==> config.mk <==
export PLATFORM = sky130hd
export DESIGN_NAME = simt_branch_ctrl
export DESIGN_NICKNAME = d
export VERILOG_FILES = /design/src/rtl/simt_branch_ctrl.sv
export SDC_FILE = /design/constraint.sdc
export NUM_CORES = 1
export LEC_CHECK = 0
export BUFFER_PORTS_ARGS = -buffer_cell sky130_fd_sc_hd__buf_2
export CORE_MARGIN = 1
export CORE_UTILIZATION = 50
export CTS_CLUSTER_DIAMETER = 200
export DETAILED_ROUTE_END_ITERATION = 16
export PLACE_DENSITY = 0.81
export SYNTH_ARGS = -nofsm -noshare
export SYNTH_HDL_FRONTEND = slang
export SYNTH_SLANG_ARGS = --single-unit
==> constraint.sdc <==
create_clock -name clk -period 2.44 [get_ports clk]
set_input_delay 0.244 -clock clk [delete_from_list [all_inputs] [get_ports clk]]
set_output_delay 0.244 -clock clk [all_outputs]
set_load 0.02 [all_outputs]
==> src/rtl/simt_branch_ctrl.sv <==
// SIMT warp branch controller: resolves per-thread branches and drives an external divergence stack.
// Define SIMT_BRANCH_STATS_EN to enable the saturating divergence/reconvergence counters.
module simt_branch_ctrl #(
  parameter int THREADS_PER_BLOCK = 4,
  parameter int PC_BITS           = 8,
  parameter int STACK_DEPTH       = 2
) (
  input  logic                         clk,
  input  logic                         reset,
  input  logic                         br_valid,
  input  logic [PC_BITS-1:0]           br_target,
  input  logic [PC_BITS-1:0]           br_reconv,
  input  logic [THREADS_PER_BLOCK-1:0] br_taken,
  input  logic                         adv_valid,
  output logic                         stk_push,
  output logic                         stk_pop,
  output logic [PC_BITS-1:0]           stk_push_pc,
  output logic [PC_BITS-1:0]           stk_push_reconvpc,
  output logic [THREADS_PER_BLOCK-1:0] stk_push_mask,
  input  logic [PC_BITS-1:0]           stk_tos_pc,
  input  logic [PC_BITS-1:0]           stk_tos_reconvpc,
  input  logic [THREADS_PER_BLOCK-1:0] stk_tos_mask,
  output logic [PC_BITS-1:0]           pc,
  output logic [THREADS_PER_BLOCK-1:0] active_mask,
  output logic                         ready,
  output logic                         diverged,
  output logic                         err_overflow,
  output logic [15:0]                  div_count,
  output logic [15:0]                  reconv_count
);
  localparam int T     = THREADS_PER_BLOCK;
  localparam int P     = PC_BITS;
  localparam int CNT_W = $clog2(STACK_DEPTH + 1);

  typedef enum logic [1:0] {IDLE, PUSH_JOIN, PUSH_FALL, CHECK} state_t;

  state_t           state;
  logic [P-1:0]     cur_reconv;
  logic [P-1:0]     target_q;
  logic [P-1:0]     reconv_q;
  logic [T-1:0]     eff_q;
  logic [CNT_W-1:0] cnt;

  logic [T-1:0] eff;
  logic [P-1:0] pc_inc;
  logic         overflow;
  logic         do_pop;

  assign eff      = br_taken & active_mask;
  assign pc_inc   = pc + P'(1);
  // A divergent branch needs two free entries; otherwise it is treated as an overflow.
  assign overflow = (int'(cnt) + 2) > STACK_DEPTH;
  assign do_pop   = (state == CHECK) && (pc == cur_reconv) && (cnt != '0);

  assign ready    = (state == IDLE);
  assign diverged = (cnt != '0);
  assign stk_push = (state == PUSH_JOIN) || (state == PUSH_FALL);
  assign stk_pop  = do_pop;

  // NOTE: every output of a combinational block gets a default first, so no path can infer a latch.
  always_comb begin
    stk_push_pc       = '0;
    stk_push_mask     = '0;
    stk_push_reconvpc = '0;
    if (state == PUSH_JOIN) begin
      stk_push_pc       = reconv_q;
      stk_push_mask     = active_mask;
      stk_push_reconvpc = cur_reconv;
    end else if (state == PUSH_FALL) begin
      stk_push_pc       = pc_inc;
      stk_push_mask     = active_mask & ~eff_q;
      stk_push_reconvpc = reconv_q;
    end
  end

  // NOTE: sequential state uses non-blocking assignments so all registers update together at the edge.
  always_ff @(posedge clk) begin
    if (reset) begin
      state        <= IDLE;
      pc           <= '0;
      active_mask  <= '1;
      cur_reconv   <= '1;
      cnt          <= '0;
      err_overflow <= 1'b0;
      target_q     <= '0;
      reconv_q     <= '0;
      eff_q        <= '0;
    end else begin
      unique case (state)
        IDLE: begin
          if (br_valid) begin
            if (eff == active_mask) begin
              pc    <= br_target;
              state <= CHECK;
            end else if (eff == '0) begin
              pc    <= pc_inc;
              state <= CHECK;
            end else if (overflow) begin
              err_overflow <= 1'b1;
              pc           <= br_target;
              state        <= CHECK;
            end else begin
              target_q <= br_target;
              reconv_q <= br_reconv;
              eff_q    <= eff;
              state    <= PUSH_JOIN;
            end
          end else if (adv_valid) begin
            pc    <= pc_inc;
            state <= CHECK;
          end
        end
        PUSH_JOIN: begin
          cnt   <= cnt + CNT_W'(1);
          state <= PUSH_FALL;
        end
        PUSH_FALL: begin
          cnt         <= cnt + CNT_W'(1);
          pc          <= target_q;
          active_mask <= eff_q;
          cur_reconv  <= reconv_q;
          state       <= CHECK;
        end
        CHECK: begin
          // Stay here after a pop: the restored context may itself sit at its reconvergence PC.
          if (do_pop) begin
            pc          <= stk_tos_pc;
            active_mask <= stk_tos_mask;
            cur_reconv  <= stk_tos_reconvpc;
            cnt         <= cnt - CNT_W'(1);
          end else begin
            state <= IDLE;
          end
        end
        default: state <= IDLE;
      endcase
    end
  end

`ifdef SIMT_BRANCH_STATS_EN
  always_ff @(posedge clk) begin
    if (reset) begin
      div_count    <= '0;
      reconv_count <= '0;
    end else begin
      if (state == PUSH_FALL && div_count != 16'hFFFF)
        div_count <= div_count + 16'd1;
      if (do_pop && reconv_count != 16'hFFFF)
        reconv_count <= reconv_count + 16'd1;
    end
  end
`else
  assign div_count    = '0;
  assign reconv_count = '0;
`endif

endmodule
==> results of run 1 <==
-- through the flow --
step	hold slack (ns)	instance area, µm²	utilization	setup WS, ns	power [mW]
6_report	0.173	3540	0.601	0.157	4.43
5_1_grt	0.174	3540	0.601	0.0469	4.73
4_1_cts	0.172	3540	0.601	0.194	4.43
3_5_place_dp	0.450	3420	0.581	0.276	3.82
3_3_place_gp	0.443	3420	0.581	0.394	3.76
2_1_floorplan	0.380	3160	-	0.505	3.10
-- tightest hold or removal path: stages --
cell and delay, ns:
buf_2 0.10, nand2_1 0.04, a21oi_1 0.05
-- logic make-up after synthesis --
| logic type | synth area share |
|---|---|
| other cells | 0.00123 |
| buf+inv | 0.132 |
| flops | 0.296 |
| simple gates | 0.196 |
| xor+xnor | 0.0431 |
| compound gates | 0.199 |
| fa+ha+maj | 0.0287 |
| mux | 0.104 |
-- power by group through the flow --
stage	registers (mW)	logic (mW)	clock network (mW)
global placement	1.21	2.56	0
detailed placement	1.22	2.60	0
CTS	1.21	2.62	0.612
finish	1.21	2.62	0.603
global route	1.25	2.85	0.637
floorplan	1.26	1.84	0
-- cell type report --
type                            count  area [µm²]  area share
Multi-Input combinational cell    289        1870       0.527
Sequential cell                    45         901       0.255
Inverter                            8        30.0     0.00849
Clock buffer                        6        82.6      0.0233
Clock inverter                      2        37.5      0.0106
Timing Repair Buffer               97         528       0.149
Tap cell                           75        93.8      0.0265
-- per-layer routing --
layer	track usage	up-vias
met5	0	-
met1	0.342	1319
met4	0.0804	0
met2	0.404	107
li1	-	1366
met3	0.0455	15
-- placed cells by master (no fill, tap or decap), types with 2 or more instances in the layout --
cell	Yosys	layout
nor3_1	5	5
nand2b_1	14	14
buf_2	3	80
nor2b_1	9	9
xnor2_1	4	4
inv_1	8	8
a311oi_2	4	4
and2_1	4	4
o21a_1	5	5
mux2_2	14	14
buf_4	36	17
xor2_1	11	11
o211ai_1	7	7
conb_1	1	32
and3_1	5	5
a311oi_1	4	4
a21oi_1	21	21
dfxtp_1	45	45
a22o_1	5	5
mux2i_1	16	16
nand2_1	58	58
clkbuf_8	0	6
nand3_1	9	9
nor2_1	8	8
ha_1	7	7
a22oi_1	10	10
o21ai_0	14	14
nor2b_4	2	2
a31oi_1	10	10
-- state kept, by name, indices dropped and copies added (netlist names) --
register      count
reconv_q          8
target_q          8
state             2
err_overflow      1
pc                8
cnt               2
cur_reconv        8
active_mask       4
eff_q             4
-- worst max-delay path by stage --
stage | start | end | slack [ns] | cells past startpoint
2_1_floorplan | active_mask[0] | pc[1] | 0.50 | 6
3_3_place_gp | state[0] | pc[3] | 0.39 | 7
5_1_grt | state[1] | pc[5] | 0.05 | 7
3_5_place_dp | state[1] | pc[7] | 0.28 | 7
6_report | state[0] | stk_pop | 0.16 | 5
4_1_cts | state[1] | stk_push_pc[5] | 0.19 | 5
==> implementation parameters, run 1 <==
Parameter                              Value

Floorplanning
  Total I/O pin count ... roughly 110
  Die Area ... 6410 µm²
  Effective utilization at floorplan ... 0.518
  Die W ... roughly 80 µm
  Standard-cell row count ... 28
  Vertical extent of the die ... approximately 80 µm
  Floorplan core area ... between 5000 and 6000 µm²

Global route
  Vias in the first global route ... 2576
  Maximum number of pins on one net before global-route repair ... 32
  Combined global-route utilization of all metal layers ... 0.252
  First-pass GRT wire length ... between 10000 and 15000 µm
  Initial antenna violation count ... 0
  Grt ovf ... 0

Setup path
  Cell family with most CP delay ... simple AND/OR/NAND/NOR gates
  Cells traversed along the worst timing path ... ha_1, inv_1, nor3_1, and3_1, buf_2
  Number of buffers and inverters on the critical path ... 2
  CP peak stage delay ... 0.42 ns
  Sort of element at the end of the critical path ... output pin
  Arrival time at the worst endpoint ... a little over 2 ns
  Crit-path max FO ... 6
  Critical path launch point type ... flop
  Class of the most critical setup path ... reg2out
  Cell count of the worst reg-to-reg path ... 7
  Worst R2R End ... pc[5]
  Reg-to-reg startpoint ... state[1]
  Highest-delay cell along the critical path ... nor3_1
  Register-to-register path setup slack ... around 0.21 ns
  Required time reported for the critical path endpoint ... around 2.2 ns

STA
  Unrepaired setup endpoints after global routing ... no
  Final period demand of the worst path ... ~2.3 ns
  FMAX ... around 440 MHz
  Slew Limit Headroom ... 0.603
  Hold violation count in the final report ... 0
  Setup TNS Final ... 0 ns
  Final Cycle Share ... 0.936
  # setup viols final ... 0
  Slew Viols, Final ... 0
  Worst Skew ... between 0.01 and 0.015 ns
  Worst Tran Pin Value ... around 0.6 ns

CTS
  CTS hold repair buffers ... 0
  Quantity of gates resized following cts ... 0
  Cell at the root of the clock tree ... clkbuf_8
  CTS buffer count ... 5
  Clock tree from TritonCTS ... built
  H-tree Lvls ... 2
  Worst-Skew Late Latency ... ~0.31 ns
  Clock slew at the register clock pins of the worst setup and hold paths ... 0.10 ns
  Number of buffers on the longest clock path ... 2
  Postcts setup bufs ... 0
  Count of clock tree sinks ... 45

Cells and area
  Antenna diode count ... 0
  Nets ... 497
  Final Instance Count excl. Fillers ... between 500 and 600
  Fillers ... roughly 540
  Layout cells sized above 1 ... 0.291
  Area growth from synthesis to final layout ... 16.1%

Hold path
  Hold Startpoint ... br_reconv[7]
  Hold Crit Endpoint ... reconv_q[7]
  Kind of path behind the tightest hold check ... in2reg
  Instance count along the most critical hold path ... 3

Power and ir drop
  Proportion of power drawn by the clock network ... 0.136
  Net switching component of the power ... between 2 and 2.5 mW
  Proportion of total power due to net switching ... 0.470
  Max rail drop VDD ... a little over 0.6 mV
  Internal power summed over all cells ... 2.35 mW
  Power Density ... roughly 1300 nW/µm²
  Cell leakage power ... between 1.5 and 2 nW
  Gate power share ... 0.591
  Seq pwr share ... 0.273

Synthesis
  Sequential share of the synthesized area ... 0.296
  Yosys reg bits ... 45
  Number of distinct standard cells referenced by the synthesized netlist ... 41
  Synth top area share ... 0.296
  Number of instances in the synthesized netlist ... 367
  Post-synth EDFFs ... 0
  Leading area contributor after synthesis ... dfxtp_1
  Most common library cells after synthesis ... nand2_1, dfxtp_1, buf_4
  Most repeated cell in the gate-level netlist after synthesis ... nand2_1
  Most frequently used flop master after synthesis ... dfxtp_1
  Area of the mapped netlist ... 3050 µm²
  Number of warning messages in the yosys log ... 0
  Fraction of synthesis flops using an asynchronous set or reset pin ... 0
  Average footprint of a synthesized cell ... 8.30 µm²
  Cells taking the most area after synthesis ... dfxtp_1, buf_4, nand2_1

Drt
  DR DRC count ... 0
  Number of detailed-route iterations in the first pass ... 4
  Overall routed net length ... ~7900 µm
  Number of vias per cell ... between 5 and 6
  DR iter-0 viols ... around 130
  Total routed wire length on the met1 layer ... ~3600 µm
  Met3 wire length ... 442 µm
  Number of antenna-violating nets in the routed design ... 0
  Via total after detailed routing ... 2807
  Routed wire per std cell ... approximately 15 µm
  Max Used Layer ... met4
  Met2 routed wirelength ... ~3600 µm

Placed design
  Placer's final routability congestion estimate ... 0.909
  Quantity of I/O buffers inserted on ports ... 80
  Hpwl dp ... between 5000 and 6000 µm
  Inst Count DP ... between 500 and 600

Flow run
  Maximum capacitance violations ... 0

Outcome
  Run status ... completed
No activity file was read; power rests on OpenSTA's default activity.
==> run 2, diff against run 1 <==
==> constraint.sdc (replaced) <==
create_clock -name clk -period 2.3 [get_ports clk]
set_input_delay 0.23 -clock clk [delete_from_list [all_inputs] [get_ports clk]]
set_output_delay 0.23 -clock clk [all_outputs]
set_load 0.02 [all_outputs]
==> run 2 against run 1 <==
Global-route usage decreased by 0.43 points; routed wire length is 0.64% lower; critical path depth rose by 1; combinational power increased by 6%; clock power decreased by 19%; non-clock buffer count is the same; die area stayed put; worst setup slack gained 0.0021 ns; hold slack about the same; via count down 0.93%; critical endpoint is now stk_push_pc[5]; highest routed layer unchanged.
==> implementation parameters, run 2 (synthesized netlist as in run 1, its figures left out) <==
Parameter                              Value

Global route
  Vias in the first global route ... 2527 (was 2576)
  First-pass GRT wire length ... 12400 µm (unchanged)
  Combined global-route utilization of all metal layers ... 0.248 (was 0.252)
  Maximum number of pins on one net before global-route repair ... 36 (was 32)
  Initial antenna violation count ... 0 (unchanged)
  Grt ovf ... 0 (unchanged)

STA
  Unrepaired setup endpoints after global routing ... no (unchanged)
  Final Cycle Share ... 0.931
  Worst Tran Pin Value ... 0.644 ns (was 0.594 ns)
  Slew Limit Headroom ... 0.569 (was 0.603)
  Worst Skew ... 0.00390 ns (was 0.0149 ns)
  Final period demand of the worst path ... around 2.1 ns
  FMAX ... about 470 MHz
  Setup TNS Final ... 0 ns (unchanged)
  Hold violation count in the final report ... 0 (unchanged)
  Slew Viols, Final ... 0 (unchanged)
  # setup viols final ... 0 (unchanged)

Setup path
  Highest-delay cell along the critical path ... dfxtp_1 (was nor3_1)
  Sort of element at the end of the critical path ... output pin (unchanged)
  Arrival time at the worst endpoint ... 1.91 ns (was 2.04 ns)
  CP peak stage delay ... 0.36 ns (was 0.42 ns)
  Required time reported for the critical path endpoint ... 2.07 ns (was 2.20 ns)
  Crit-path max FO ... 12 (was 6)
  Cells traversed along the worst timing path ... inv_1, ha_1, buf_4, nor2b_2, a22o_1, buf_2 (was ha_1, inv_1, nor3_1, and3_1, buf_2)
  Critical path launch point type ... flop (unchanged)
  Class of the most critical setup path ... reg2out (unchanged)

Placed design
  Placer's final routability congestion estimate ... 0.901 (was 0.909)
  Hpwl dp ... 5930 µm (about the same)
  Quantity of I/O buffers inserted on ports ... 80 (unchanged)

Floorplanning
  Total I/O pin count ... 113 (unchanged)
  Die W ... 80.1 µm (unchanged)
  Effective utilization at floorplan ... 0.518 (unchanged)
  Floorplan core area ... 5890 µm² (unchanged)
  Standard-cell row count ... 28 (unchanged)
  Die Area ... 6410 µm² (unchanged)
  Vertical extent of the die ... 80.1 µm (unchanged)

CTS
  CTS buffer count ... 5 (unchanged)
  Clock slew at the register clock pins of the worst setup and hold paths ... 0.08 ns (was 0.10 ns)
  Number of buffers on the longest clock path ... 2 (unchanged)
  Postcts setup bufs ... 0 (unchanged)
  Cell at the root of the clock tree ... clkbuf_8 (unchanged)
  Worst-Skew Late Latency ... 0.29 ns (was 0.31 ns)
  Count of clock tree sinks ... 45 (unchanged)
  H-tree Lvls ... 2 (unchanged)
  Clock tree from TritonCTS ... built (unchanged)

Cells and area
  Area of combinational cells with multiple inputs ... 1870 µm² (about the same)
  Flip-flop and latch area ... 901 µm² (unchanged)
  Antenna diode count ... 0 (unchanged)
  Fillers ... 561 (was 536)
  Nets ... 497 (unchanged)
  Utilization after layout ... 0.597 (was 0.601)
  Layout cells sized above 1 ... 0.291 (about the same)
  Commonest non-fill, non-tap cells in the layout ... buf_2, nand2_1, dfxtp_1 (unchanged)
  Area growth from synthesis to final layout ... 15.3% (was 16.1%)
  Leading cell type in the layout, fill and taps excluded ... buf_2 (unchanged)

Flow run
  Maximum capacitance violations ... 0 (unchanged)

Power and ir drop
  Cell leakage power ... 1.62 nW (was 1.64 nW)
  Max rail drop VDD ... 0.653 mV (was 0.608 mV)
  Power Density ... 1300 nW/µm² (was 1250 nW/µm²)

Drt
  DR DRC count ... 0 (unchanged)
  Routed wire per std cell ... 15.0 µm (about the same)
  Number of detailed-route iterations in the first pass ... 4 (unchanged)
  Number of antenna-violating nets in the routed design ... 0 (unchanged)
  Number of vias per cell ... 5.34 (was 5.38)
  DR iter-0 viols ... 132 (was 134)
  Overall routed net length ... 7800 µm (was 7850 µm)
  Via total after detailed routing ... 2781 (was 2807)

Hold path
  Kind of path behind the tightest hold check ... in2reg (unchanged)

Outcome
  Run status ... completed (unchanged)
[run 2: routing by layer]
| metal | routed length [µm] | vias up | track usage |
|---|---|---|---|
| met5 | 0 | - | 0 |
| met4 | 59 | 0 | 0.0589 |
| met3 | 479 | 7 | 0.0420 |
| met2 | 3620 | 95 | 0.404 |
| met1 | 3640 | 1307 | 0.340 |
| li1 | - | 1372 | - |
[run 2: worst paths after layout]
check                 startpoint             end  slack, ns  cells after the start
setup / recovery        state[0]  stk_push_pc[5]       0.16                      6
hold / removal      br_reconv[5]     reconv_q[5]       0.17                      3
setup reg to reg  active_mask[0]     reconv_q[0]       0.18                      7
hold reg to reg      target_q[3]     target_q[3]       0.46                      2
[run 2: final cells by class]
class / instances / area share
Multi-Input combinational cell: 289 / 0.533
Sequential cell: 45 / 0.257
Timing Repair Buffer: 97 / 0.150
Tap cell: 75 / 0.0267
Clock buffer: 7 / 0.0246
Inverter: 8 / 0.00855
[run 2: worst max-delay path, delay by kind of cell (launching register included)]
family	cells	cell delay [ns]
buffers and inverters	3	0.52
AND/OR/NAND/NOR	1	0.30
adder cells (fa/ha/maj)	1	0.25
flip-flops	1	0.36
AO/OA/AOI/OAI	1	0.20
[run 2: power breakdown]
| part | switching [mW] | leakage, nW | internal, mW |
|---|---|---|---|
| sequential | 0.281 | 0.370 | 1.02 |
| combinational | 1.65 | 1.21 | 1.12 |
| clock | 0.248 | 0.0443 | 0.239 |
[run 2: timing repair]
action                     in CTS  in global routing
hold buffers                    0                  0
setup endpoints to repair       0                  6
gates resized for setup         0                  2
[run 2: stage by stage]
stage / power, mW / setup WS [ns] / hold slack [ns] / instances / instance area [µm²]
global placement: 3.99 / 0.267 / 0.443 / 514 / 3420
finish: 4.56 / 0.159 / 0.173 / 521 / 3510
global route: 4.88 / 0.0492 / 0.179 / 521 / 3510
detailed placement: 4.05 / 0.228 / 0.449 / 514 / 3420
floorplan: 3.29 / 0.365 / 0.366 / 398 / 3160
CTS: 4.54 / 0.0958 / 0.173 / 521 / 3500
==> run 3, diff against run 2 <==
--- a/config.mk
+++ b/config.mk
@@ -11,6 +11,7 @@
 export CTS_CLUSTER_DIAMETER = 200
 export DETAILED_ROUTE_END_ITERATION = 16
 export PLACE_DENSITY = 0.81
+export RECOVER_POWER = 25
 export SYNTH_ARGS = -nofsm -noshare
 export SYNTH_HDL_FRONTEND = slang
 export SYNTH_SLANG_ARGS = --single-unit
==> run 3 against run 2 <==
Flip-flop and latch count stayed put; clock power hardly changed; critical endpoint unchanged; sequential power hardly changed; count of clock-buffer cells in the layout stayed put; register-to-register slack hardly changed; highest routed layer unchanged.
==> implementation parameters, run 3 (synthesized netlist as in run 1, its figures left out) <==
Parameter                              Value

Outcome
  Run status ... completed (unchanged)

Floorplanning
  Standard-cell row count ... 28 (unchanged)
  Total I/O pin count ... 113 (unchanged)
  Die W ... 80.1 µm (unchanged)
  Die Area ... 6410 µm² (unchanged)
  Effective utilization at floorplan ... 0.518 (unchanged)
  Floorplan core area ... 5890 µm² (unchanged)
  Vertical extent of the die ... 80.1 µm (unchanged)

Setup path
  Required time reported for the critical path endpoint ... 2.07 ns (about the same)
  First element of the critical path ... state[0] (unchanged)
  Cell count of the worst reg-to-reg path ... 7 (unchanged)
  Highest-delay cell along the critical path ... dfxtp_1 (unchanged)
  Worst R2R End ... reconv_q[0] (unchanged)
  Arrival time at the worst endpoint ... 1.90 ns (was 1.91 ns)
  Reg-to-reg startpoint ... active_mask[0] (unchanged)
  Crit-path max FO ... 12 (unchanged)
  Register-to-register path setup slack ... 0.19 ns (was 0.18 ns)
  Class of the most critical setup path ... reg2out (unchanged)
  Critical path launch point type ... flop (unchanged)
  Cells traversed along the worst timing path ... inv_1, ha_1, buf_4, nor2b_2, a22o_1, buf_2 (unchanged)
  Termination of the worst setup path ... stk_push_pc[5] (unchanged)
  Sort of element at the end of the critical path ... output pin (unchanged)
  CP peak stage delay ... 0.36 ns (about the same)

Cells and area
  Fillers ... 570 (was 561)
  Commonest non-fill, non-tap cells in the layout ... buf_2, nand2_1, dfxtp_1 (unchanged)
  Area growth from synthesis to final layout ... 14.6% (was 15.3%)
  Layout cells sized above 1 ... 0.258 (was 0.291)
  Nets ... 497 (unchanged)
  Leading cell type in the layout, fill and taps excluded ... buf_2 (unchanged)
  Flip-flop and latch area ... 901 µm² (unchanged)
  Antenna diode count ... 0 (unchanged)
  Area of combinational cells with multiple inputs ... 1870 µm² (unchanged)
  Utilization after layout ... 0.593 (was 0.597)
  Final Instance Count excl. Fillers ... 521 (unchanged)

CTS
  Clock slew at the register clock pins of the worst setup and hold paths ... 0.08 ns (about the same)
  Worst-Skew Late Latency ... 0.29 ns (about the same)
  Postcts setup bufs ... 0 (unchanged)
  Count of clock tree sinks ... 45 (unchanged)
  CTS buffer count ... 5 (unchanged)
  CTS hold repair buffers ... 0 (unchanged)
  Cell at the root of the clock tree ... clkbuf_8 (unchanged)
  H-tree Lvls ... 2 (unchanged)
  Clock tree from TritonCTS ... built (unchanged)
  Number of buffers on the longest clock path ... 2 (unchanged)

Drt
  Routed wire per std cell ... 14.9 µm (was 15.0 µm)
  DR DRC count ... 0 (unchanged)
  Via total after detailed routing ... 2811 (was 2781)
  Met3 wire length ... 575 µm (was 479 µm)
  Max Used Layer ... met4 (unchanged)
  Total routed wire length on the met1 layer ... 3540 µm (was 3640 µm)
  Number of vias per cell ... 5.40 (was 5.34)
  Number of detailed-route iterations in the first pass ... 4 (unchanged)
  DR iter-0 viols ... 154 (was 132)
  Met2 routed wirelength ... 3590 µm (was 3620 µm)
  Number of antenna-violating nets in the routed design ... 0 (unchanged)
  Overall routed net length ... 7790 µm (was 7800 µm)

Hold path
  Kind of path behind the tightest hold check ... in2reg (unchanged)
  Hold Startpoint ... br_reconv[5] (unchanged)

STA
  # setup viols final ... 0 (unchanged)
  Final Cycle Share ... 0.926 (was 0.931)
  Unrepaired setup endpoints after global routing ... no (unchanged)
  Worst Tran Pin Value ... 0.653 ns (was 0.644 ns)
  Slew Limit Headroom ... 0.563 (was 0.569)
  Worst Skew ... 0.00453 ns (was 0.00390 ns)
  FMAX ... 470 MHz (was 467 MHz)
  Slew Viols, Final ... 0 (unchanged)
  Final period demand of the worst path ... 2.13 ns (was 2.14 ns)
  Hold violation count in the final report ... 0 (unchanged)
  Setup TNS Final ... 0 ns (unchanged)

Placed design
  Hpwl dp ... 5930 µm (unchanged)
  Quantity of I/O buffers inserted on ports ... 80 (unchanged)
  Inst Count DP ... 514 (unchanged)
  Placer's final routability congestion estimate ... 0.901 (unchanged)

Power and ir drop
  Internal power summed over all cells ... 2.35 mW (was 2.38 mW)
  Max rail drop VDD ... 0.644 mV (was 0.653 mV)
  Gate power share ... 0.604 (was 0.608)
  Proportion of total power due to net switching ... 0.482 (was 0.478)
  Proportion of power drawn by the clock network ... 0.108 (was 0.107)
  Net switching component of the power ... 2.18 mW (about the same)
  Overall power consumption ... 4.53 mW (was 4.56 mW)
  Seq pwr share ... 0.288 (was 0.285)
  Power Density ... 1300 nW/µm² (about the same)
  Cell leakage power ... 1.58 nW (was 1.62 nW)

Global route
  Maximum number of pins on one net before global-route repair ... 36 (unchanged)
  First-pass GRT wire length ... 12400 µm (unchanged)
  Initial antenna violation count ... 0 (unchanged)
  Grt ovf ... 0 (unchanged)
  Combined global-route utilization of all metal layers ... 0.248 (unchanged)
  Vias in the first global route ... 2527 (unchanged)

Flow run
  Maximum capacitance violations ... 0 (unchanged)
## run 3: worst min-delay path by stage
| stage | endpoint | cells past startpoint |
|---|---|---|
| after floorplan | target_q[0] | 2 |
| after detailed placement | target_q[2] | 2 |
| after global routing | reconv_q[3] | 3 |
| after global placement | target_q[3] | 2 |
| after CTS | reconv_q[5] | 3 |
| final | reconv_q[5] | 3 |
## run 3: repair_timing
| action | in CTS | in global routing |
|---|---|---|
| endpoints found under the setup margin | 0 | 6 |
| hold endpoints to repair | 0 | 0 |
| gates resized for setup | 0 | 2 |
## run 3: routing by layer
metal | up-vias | GRT usage
met3 | 9 | 0.0420
met1 | 1316 | 0.340
met2 | 118 | 0.404
li1 | 1368 | -
met4 | 0 | 0.0589
met5 | - | 0
## run 3: layout make-up
cell class / count / area share
Clock buffer: 7 / 0.0247
Inverter: 8 / 0.00860
Multi-Input combinational cell: 289 / 0.537
Sequential cell: 45 / 0.258
Tap cell: 75 / 0.0269
Timing Repair Buffer: 97 / 0.145
## run 3: stage by stage
| stage | hold WS [ns] | cell area (µm²) | setup slack, ns |
|---|---|---|---|
| 2_1_floorplan | 0.366 | 3160 | 0.365 |
| 3_3_place_gp | 0.443 | 3420 | 0.267 |
| 3_5_place_dp | 0.449 | 3420 | 0.228 |
| 4_1_cts | 0.173 | 3500 | 0.0958 |
| 5_1_grt | 0.179 | 3490 | 0.0444 |
| 6_report | 0.172 | 3490 | 0.170 |
## run 3: critical path, delay by kind of cell, from the launching register on
family,cells,cell delay (ns)
buffers and inverters,3,0.51
flip-flops,1,0.36
adder cells (fa/ha/maj),1,0.25
AND/OR/NAND/NOR,1,0.30
AO/OA/AOI/OAI,1,0.19
## run 3: power by group through the flow
stage,clock (mW),combinational [mW],sequential [mW]
2_1_floorplan,0,1.95,1.34
3_3_place_gp,0,2.70,1.30
3_5_place_dp,0,2.74,1.31
4_1_cts,0.493,2.75,1.29
5_1_grt,0.533,2.97,1.34
6_report,0.490,2.74,1.30
